<file path="config.mk">
export PLATFORM = sky130hd
export DESIGN_NAME = bp_port_arbiter
export DESIGN_NICKNAME = d
export VERILOG_FILES = /design/src/rtl/bp_port_arbiter.sv
export SDC_FILE = /design/constraint.sdc
export NUM_CORES = 1
export LEC_CHECK = 0
export CAP_MARGIN = 10
export CORE_ASPECT_RATIO = 0.8
export CORE_UTILIZATION = 40
export CTS_BUF_LIST = sky130_fd_sc_hd__clkbuf_4
export CTS_CLUSTER_SIZE = 24
export DETAILED_ROUTE_END_ITERATION = 12
export PLACE_DENSITY = 0.66
export SYNTH_ARGS = -nofsm -noshare
export SYNTH_HDL_FRONTEND = slang
export SYNTH_SLANG_ARGS = --single-unit
</file>
<file path="constraint.sdc">
create_clock -name clk -period 2.5 [get_ports clk]
set_input_delay 0.5 -clock clk [delete_from_list [all_inputs] [get_ports clk]]
set_output_delay 0.5 -clock clk [all_outputs]
set_load 0.01 [all_outputs]
</file>
<file path="src/rtl/bp_port_arbiter.sv">
// Single-port PHT arbiter: fetch lookups vs. buffered execute-stage updates, with starvation flush.
// Optional same-cycle update bypass when the FIFO is empty is enabled by defining BP_UPDATE_BYPASS_EN.
module bp_port_arbiter #(
    parameter int IDX_W      = 7,
    parameter int QDEPTH     = 4,
    parameter int STARVE_MAX = 8
) (
    input  logic                       clk,
    input  logic                       rst_n,
    input  logic                       if_req,
    input  logic [IDX_W-1:0]           if_idx,
    output logic                       if_gnt,
    output logic                       if_stall,
    input  logic                       ex_valid,
    input  logic                       ex_stall,
    input  logic [IDX_W-1:0]           ex_idx,
    input  logic                       ex_taken,
    input  logic                       ex_local_pred,
    input  logic                       ex_global_pred,
    output logic                       pht_en,
    output logic                       pht_we,
    output logic [IDX_W-1:0]           pht_addr,
    output logic                       pht_taken,
    output logic                       chooser_upd,
    output logic [1:0]                 correctness,
    output logic [$clog2(QDEPTH):0]    q_count
);

    localparam int PTR_W = $clog2(QDEPTH);
    localparam int CNT_W = PTR_W + 1;
    localparam int STV_W = $clog2(STARVE_MAX + 1);

    typedef enum logic [0:0] {
        NORMAL = 1'b0,
        FLUSH  = 1'b1
    } state_t;

    state_t             state_reg, state_next;
    logic [IDX_W-1:0]   q_idx_reg   [QDEPTH];
    logic               q_taken_reg [QDEPTH];
    logic [PTR_W-1:0]   wr_ptr_reg, rd_ptr_reg;
    logic [CNT_W-1:0]   count_reg, count_next;
    logic [STV_W-1:0]   starve_reg, starve_next;
    logic               chooser_upd_reg;
    logic [1:0]         correctness_reg;

    logic push_req;
    logic bypass;
    logic enq;
    logic q_nonempty;
    logic q_full;
    logic upd_g;

    assign push_req = ex_valid & ~ex_stall;

`ifdef BP_UPDATE_BYPASS_EN
    // An idle port with an empty queue lets the resolved branch write straight through.
    assign bypass = push_req & (count_reg == '0) & ~if_req;
`else
    assign bypass = 1'b0;
`endif

    assign enq        = push_req & ~bypass;
    assign q_nonempty = (count_reg != '0);
    assign q_full     = (count_reg == CNT_W'(QDEPTH));
    // A full queue always drains, so a simultaneous push can never be lost.
    assign upd_g      = q_nonempty & ((state_reg == FLUSH) | q_full | ~if_req);

    assign if_gnt   = if_req & ~upd_g;
    assign if_stall = if_req & upd_g;

    always_comb begin
        pht_en    = 1'b0;
        pht_we    = 1'b0;
        pht_addr  = if_idx;
        pht_taken = 1'b0;
        if (upd_g) begin
            pht_en    = 1'b1;
            pht_we    = 1'b1;
            pht_addr  = q_idx_reg[rd_ptr_reg];
            pht_taken = q_taken_reg[rd_ptr_reg];
        end else if (bypass) begin
            pht_en    = 1'b1;
            pht_we    = 1'b1;
            pht_addr  = ex_idx;
            pht_taken = ex_taken;
        end else if (if_gnt) begin
            pht_en    = 1'b1;
        end
    end

    // Queue storage: one register slot per entry, written when the write pointer selects it.
    generate
        for (genvar gi = 0; gi < QDEPTH; gi++) begin : g_slot
            always_ff @(posedge clk) begin
                if (enq && (wr_ptr_reg == PTR_W'(gi))) begin
                    q_idx_reg[gi]   <= ex_idx;
                    q_taken_reg[gi] <= ex_taken;
                end
            end
        end
    endgenerate

    always_comb begin
        count_next = count_reg;
        case ({enq, upd_g})
            2'b10:   count_next = count_reg + CNT_W'(1);
            2'b01:   count_next = count_reg - CNT_W'(1);
            default: count_next = count_reg;
        endcase
    end

    always_comb begin
        starve_next = starve_reg;
        if (upd_g || !q_nonempty) begin
            starve_next = '0;
        end else if (starve_reg != STV_W'(STARVE_MAX)) begin
            starve_next = starve_reg + STV_W'(1);
        end
    end

    always_comb begin
        state_next = state_reg;
        case (state_reg)
            NORMAL: if (starve_next == STV_W'(STARVE_MAX)) state_next = FLUSH;
            FLUSH:  if (count_next == '0)                  state_next = NORMAL;
            default: state_next = NORMAL;
        endcase
    end

    always_ff @(posedge clk) begin
        if (!rst_n) begin
            state_reg       <= NORMAL;
            wr_ptr_reg      <= '0;
            rd_ptr_reg      <= '0;
            count_reg       <= '0;
            starve_reg      <= '0;
            chooser_upd_reg <= 1'b0;
            correctness_reg <= 2'b00;
        end else begin
            state_reg       <= state_next;
            count_reg       <= count_next;
            starve_reg      <= starve_next;
            chooser_upd_reg <= push_req;
            if (enq)   wr_ptr_reg <= wr_ptr_reg + PTR_W'(1);
            if (upd_g) rd_ptr_reg <= rd_ptr_reg + PTR_W'(1);
            if (push_req) begin
                correctness_reg <= {ex_local_pred == ex_taken, ex_global_pred == ex_taken};
            end
        end
    end

    assign chooser_upd = chooser_upd_reg;
    assign correctness = correctness_reg;
    assign q_count     = count_reg;

endmodule

</file>
==> results of run 1 <==
==> metrics by stage <==
stage	setup WS, ps	TNS, ps	util, %
finish	44.3	0	56.2
global placement	-255	-2120	53.0
global route	-15.9	-26.5	56.2
floorplan	45.6	0	-
CTS	11.6	0	55.8
detailed placement	-306	-2440	53.0
==> worst register-to-register path: stages (launching register included) <==
cell	delay, ps
dfxtp_4	380
nor2_4	150
mux2i_4	290
buf_12	140
inv_1	50
ha_1	200
fa_2	360
xnor2_2	160
buf_4	140
or3_1	300
a21boi_0	150
==> worst paths after layout <==
| path | to | slack, ps | depth (start not counted) |
|---|---|---|---|
| max | pht_we | 40 | 6 |
| min | state_reg | 480 | 2 |
| max reg2reg | q_count[2] | 110 | 10 |
| min reg2reg | state_reg | 480 | 2 |
==> synthesized netlist by cell type <==
| cell type | instances |
|---|---|
| ha_1 | 7 |
| clkbuf_1 | 2 |
| nor2_1 | 8 |
| fa_1 | 1 |
| mux2_4 | 6 |
| o21ai_0 | 1 |
| inv_1 | 8 |
| nor2_4 | 1 |
| mux2i_1 | 4 |
| edfxtp_1 | 32 |
| and3_1 | 1 |
| nor2b_1 | 8 |
| buf_6 | 2 |
| a31oi_1 | 1 |
| o21ai_1 | 1 |
| a21boi_0 | 1 |
| mux2_2 | 1 |
| nand4b_1 | 1 |
| nand2_1 | 2 |
| or3_1 | 2 |
| buf_2 | 1 |
| o22ai_1 | 2 |
| dfxtp_1 | 17 |
| xor2_1 | 1 |
| nand3_1 | 2 |
| mux2i_2 | 1 |
| nand3b_1 | 2 |
| a21boi_1 | 1 |
| a21oi_1 | 2 |
| mux4_2 | 8 |
| nor4b_1 | 1 |
| xnor2_1 | 8 |
| or4_1 | 1 |
| and2_1 | 9 |
| nand2b_1 | 1 |
==> kinds of logic (layout without fill, tap and decap cells) <==
| logic type | after synthesis | after routing | share of synthesized area, % |
|---|---|---|---|
| AOI/OAI and AO/OA | 9 | 9 | 2.48 |
| xor gates and xnor gates | 9 | 9 | 3.63 |
| adders and majority gates | 8 | 8 | 4.95 |
| buffers and inverters | 13 | 73 | 3.00 |
| DFF | 49 | 49 | 59.9 |
| muxes | 20 | 20 | 15.4 |
| and+or+nand+nor | 39 | 39 | 10.6 |
==> power by group through the flow <==
| stage | clock network [mW] | logic (mW) | registers (mW) |
|---|---|---|---|
| 6_report | 0.349 | 1.28 | 0.988 |
| 5_1_grt | 0.383 | 1.38 | 0.994 |
| 4_1_cts | 0.358 | 1.24 | 0.996 |
| 3_5_place_dp | 0 | 1.07 | 1.01 |
| 3_3_place_gp | 0 | 1.04 | 1.00 |
| 2_1_floorplan | 0 | 0.621 | 1.00 |
==> area by class of cell <==
type | instances | area, um2 | area share (%)
Clock inverter | 3 | 17.5 | 0.608
Tap cell | 62 | 77.6 | 2.69
Timing Repair Buffer | 57 | 578 | 20.1
Clock buffer | 5 | 37.5 | 1.30
Inverter | 8 | 30.0 | 1.04
Multi-Input combinational cell | 85 | 831 | 28.9
Sequential cell | 49 | 1310 | 45.4
==> routing by layer <==
layer | vias up | global-route usage (%)
li1 | 654 | -
met4 | 0 | 6.57
met5 | - | 0
met3 | 9 | 3.74
met2 | 30 | 31.4
met1 | 648 | 16.1
==> repair_timing <==
action	CTS	global route
pin swaps	1	1
cloned	1	0
setup endpoints to repair	10	8
gates resized for setup	22	7
buffers inserted	6	2
==> summary.md, run 1 <==
| Metric | Value |
|---|---|
| CTS sink count | `49` |
| Most frequent cells in the layout | `edfxtp_1 (32), clkdlybuf4s50_1 (28), dfxtp_1 (14)` |
| CP arrival | `a little under 2000 ps` |
| Max Fclk | `407 MHz` |
| Ys Warns | `0` |
| Share of cells above drive strength 1 | `between 20% and 30%` |
| First-pass GRT wire length | `6540 um` |
| Hold Path Class | `register to register` |
| Clock transition at path regs | `approximately 140 ps` |
| Vias per cell | `about 5` |
| Routed length per instance | `approximately 16 um` |
| Number of buffer and inverter stages on the critical path | `4` |
| Post-synth top area share | `~44%` |
| Failing checks | `DRC` |
| Yosys top cell by area | `edfxtp_1` |
| Placed cell area | `approximately 2700 um2` |
| Worst Max-Slew Pin Slew | `493 ps` |
| Clock Latency Late Sink | `360 ps` |
| M1 WL | `~1700 um` |
| Distinct cells, synth | `35` |
| Synth top area cells | `edfxtp_1 (44%), dfxtp_1 (16%), mux4_2 (8.3%), mux2_4 (4.1%), ha_1 (4.0%)` |
| Layout overhead on the synthesized area | `32.5%` |
| Hold-fix buffers, CTS | `0` |
| Initial antenna violation count | `0` |
| Most common cell after layout, fill and taps aside | `edfxtp_1` |
| Total Power | `2.62 mW` |
| Comb power frac | `49.0%` |
| Post-route DRC | `2` |
| TritonRoute pass-1 iters | `8` |
| Number of global-route vias before repair | `approximately 1.4k` |
| Hold Fails Final Rpt | `0` |
| Placer Congestion | `approximately 0.8` |
| Clock buffer depth | `2` |
| Critical path origin | `q_count[1]` |
| Tmin final | `around 2500 ps` |
| Period utilization | `98.2%` |
| Leakage | `1.07 nW` |
| DRT iter0 DRCs | `56` |
| Max-cap violations | `0` |
| Mapped Avg Cell Area | `between 10 and 15 um2` |
| Worst vdd ir | `356 uV` |
| Crit path cell chain | `nor2_4, mux2i_4, buf_12, inv_1, buf_4, clkdlybuf4s50_1` |
| Sw frac | `30.0%` |
| Die W | `84.4 um` |
| Max FFs per register | `28` |
| CTS tree | `built` |
| Initial Util | `between 40 and 50%` |
| NetSw | `between 0.7 and 0.8 mW` |
| CP startpoint kind | `register` |
| Clock root buffer | `clkbuf_4` |
| Design Area, Final | `between 2000 and 3000 um2` |
| Die H | `about 68 um` |
| GRT Total Usage | `about 16%` |
| Row count | `23` |
| Required time of the critical path | `approximately 2000 ps` |
| Top Metal Used | `met4` |
| Cell Count, Final, Fillers Out | `approximately 270` |
| Total grt overflow | `0` |
| Setup CP Type | `register to output port` |
| CP top delay family | `buffers and inverters` |
| CP endpoint kind | `output port` |
| Total number of vias | `~1.3k` |
| Yosys reg bits | `about 50` |
| CTS buffer count | `5` |
| Die ar. | `~5700 um2` |
| Largest net degree at the start of global routing | `16` |
| Post-synthesis cell count | `approximately 150` |
| Post-synthesis cell area | `2170 um2` |
| PortBufs | `39` |
| Outcome | `finished, violations left` |
| Hold slack | `about 480 ps` |
| Reg2Reg Launch Point | `q_count[1]` |
| Layout filler cell count | `430` |
| H-tree depth | `2` |
| Inserted Diodes | `0` |
| PD cells | `about 910 nW/um2` |
| Int Power | `1.83 mW` |
| Syn nets | `around 180` |
| Worst path max stage delay | `470 ps` |
| Final setup viols | `0` |
| Total Wirelength | `~4200 um` |
| Final Skew | `around 14 ps` |
| Sequential share of power | `37.7%` |
| Post-synthesis sequential area ratio | `59.9%` |
| Met2 wire length | `around 2300 um` |
| Placed cells | `252` |
| Slowest CP cell | `clkdlybuf4s50_1` |
| Final net count | `~240` |
| Worst min-delay path startpoint | `state_reg` |
| Met3 wire length | `172 um` |
| I/O Pins | `40` |
| Clock Power Share | `about an eighth` |
| Crit path max fanout | `2` |
| Max-slew violations | `0` |
| Slew Limit Headroom | `approximately 67%` |
| Hpwl dp | `roughly 2900 um` |
| Post-DRT Antenna Nets | `0` |
| Core ar. | `between 5000 and 6000 um2` |
Power figures use the tool's default switching activity.
==> run 2: changes to the inputs <==
CORE_ASPECT_RATIO = default   (was 0.8)
==> run 2 against run 1 <==
The flow now finishes without violations. Clock skew increased by 5.0 ps. Die area about the same. Highest routed layer unchanged. Critical path type unchanged. Sequential power decreased by 0.8%. Final area decreased by 1.0%.
==> summary.md, run 2 (synthesis results as in run 1) <==
| Metric | Value |
|---|---|
| CP startpoint kind | `register` |
| Placer Congestion | `0.886` |
| Max Fclk | `approximately 420 MHz` |
| Total grt overflow | `0` |
| Required time of the critical path | `2000 ps` |
| Layout overhead on the synthesized area | `31.2%` |
| Hold Path Class | `register to register` |
| CP arrival | `1900 ps` |
| H-tree depth | `2` |
| Total Wirelength | `between 4000 and 5000 um` |
| CTS buffer count | `5` |
| I/O Pins | `40` |
| PD cells | `909 nW/um2` |
| Hold-fix buffers, CTS | `0` |
| Vias per cell | `4.79` |
| Layout filler cell count | `approximately 430` |
| Placed cell area | `about 2700 um2` |
| TritonRoute pass-1 iters | `4` |
| Outcome | `complete, no violations` |
| Final net count | `between 200 and 250` |
| Worst Max-Slew Pin Slew | `472 ps` |
| Post-route DRC | `0` |
| Setup CP Type | `register to output port` |
| Row count | `26` |
| Period utilization | `96.2%` |
| Design Area, Final | `about 2900 um2` |
| Hpwl dp | `just over 3000 um` |
| Total number of vias | `between 1k and 1.5k` |
| Max-slew violations | `0` |
| Final setup viols | `0` |
| Final core occ | `between 50% and 60%` |
| Max FFs per register | `28` |
| Number of global-route vias before repair | `between 1k and 1.5k` |
| Most frequent cells in the layout | `edfxtp_1 (32), clkdlybuf4s50_1 (28), dfxtp_1 (15)` |
| Hold Fails Final Rpt | `0` |
| CTS sink count | `49` |
| CP endpoint kind | `output port` |
| CTS tree | `built` |
| Clock transition at path regs | `roughly 120 ps` |
| Leakage | `between 1 and 1.5 nW` |
| Clock Latency Late Sink | `370 ps` |
| Placed cells | `about 260` |
| Clock root buffer | `clkbuf_4` |
| Clock buffer depth | `2` |
| Core ar. | `a little over 5000 um2` |
| Worst vdd ir | `between 400 and 500 uV` |
| Tmin final | `approximately 2400 ps` |
| Cell Count, Final, Fillers Out | `roughly 280` |
| DRT iter0 DRCs | `between 50 and 60` |
| Initial antenna violation count | `0` |
| Largest net degree at the start of global routing | `16` |
| Slew Limit Headroom | `about two thirds` |
| Die ar. | `about 5700 um2` |
| RSZ-0062 raised after global routing | `no` |
| First-pass GRT wire length | `roughly 6300 um` |
| Final Skew | `approximately 19 ps` |
| GRT Total Usage | `between 10% and 20%` |
| Die H | `about 76 um` |
| Routed length per instance | `15.1 um` |
| Crit path max fanout | `6` |
| PortBufs | `39` |
| Share of cells above drive strength 1 | `24.8%` |
| Post-DRT Antenna Nets | `0` |
| Most common cell after layout, fill and taps aside | `edfxtp_1` |
| Die W | `75.7 um` |
| Inserted Diodes | `0` |
| Initial Util | `42.0%` |
| Max-cap violations | `0` |
-- run 2: worst max-delay path, stage by stage, from the launching register on --
cell	delay [ps]
dfxtp_1	350
buf_6	130
mux4_2	510
mux2_4	270
dlygate4sd2_1	280
-- run 2: layout make-up --
type | count | area (um2) | area share (%)
clock buffers | 6 | 45.0 | 1.58
clock inverters | 2 | 38.8 | 1.36
inverters | 8 | 30.0 | 1.05
multi-input cells | 85 | 828 | 29.1
flip-flops and latches | 49 | 1310 | 45.8
well taps | 70 | 87.6 | 3.07
repair buffers | 56 | 514 | 18.0
-- run 2: stage by stage --
| step | setup WS (ps) | hold WS, ps | TNS, ps | power [mW] |
|---|---|---|---|---|
| 3_3_place_gp | -278 | 462 | -2340 | 1.99 |
| 3_5_place_dp | -330 | 472 | -3050 | 2.02 |
| 5_1_grt | 3.69 | 510 | 0 | 2.73 |
| 4_1_cts | 3.40 | 490 | 0 | 2.57 |
| 2_1_floorplan | 45.6 | 442 | 0 | 1.62 |
| 6_report | 95.8 | 494 | 0 | 2.59 |
-- run 2: metal layers --
layer	up-vias	GRT usage, %	share of wire (%)
li1	643	-	-
met1	643	17.5	40
met2	31	28.2	55
met3	6	4.37	3.3
met4	0	7.20	1.7
met5	-	0	0
-- run 2: worst paths after layout --
kind,start,endpoint,slack [ps],depth (start not counted)
min,state_reg,state_reg,490,2
max reg2reg,q_count[0],state_reg,170,10
min reg2reg,state_reg,state_reg,490,2
max,register,pht_addr[3],100,4
-- run 2: timing repair --
action | 4_1_cts | 5_1_grt
endpoints found under the setup margin | 10 | 9
pin swaps | 1 | 0
resized for setup | 20 | 12
setup buffers | 5 | 4
-- run 2: power by group --
| group | switching, mW | internal, mW | leakage [nW] |
|---|---|---|---|
| Combinational | 0.450 | 0.686 | 0.598 |
| Sequential | 0.0530 | 0.927 | 0.430 |
| Clock | 0.250 | 0.224 | 0.0459 |
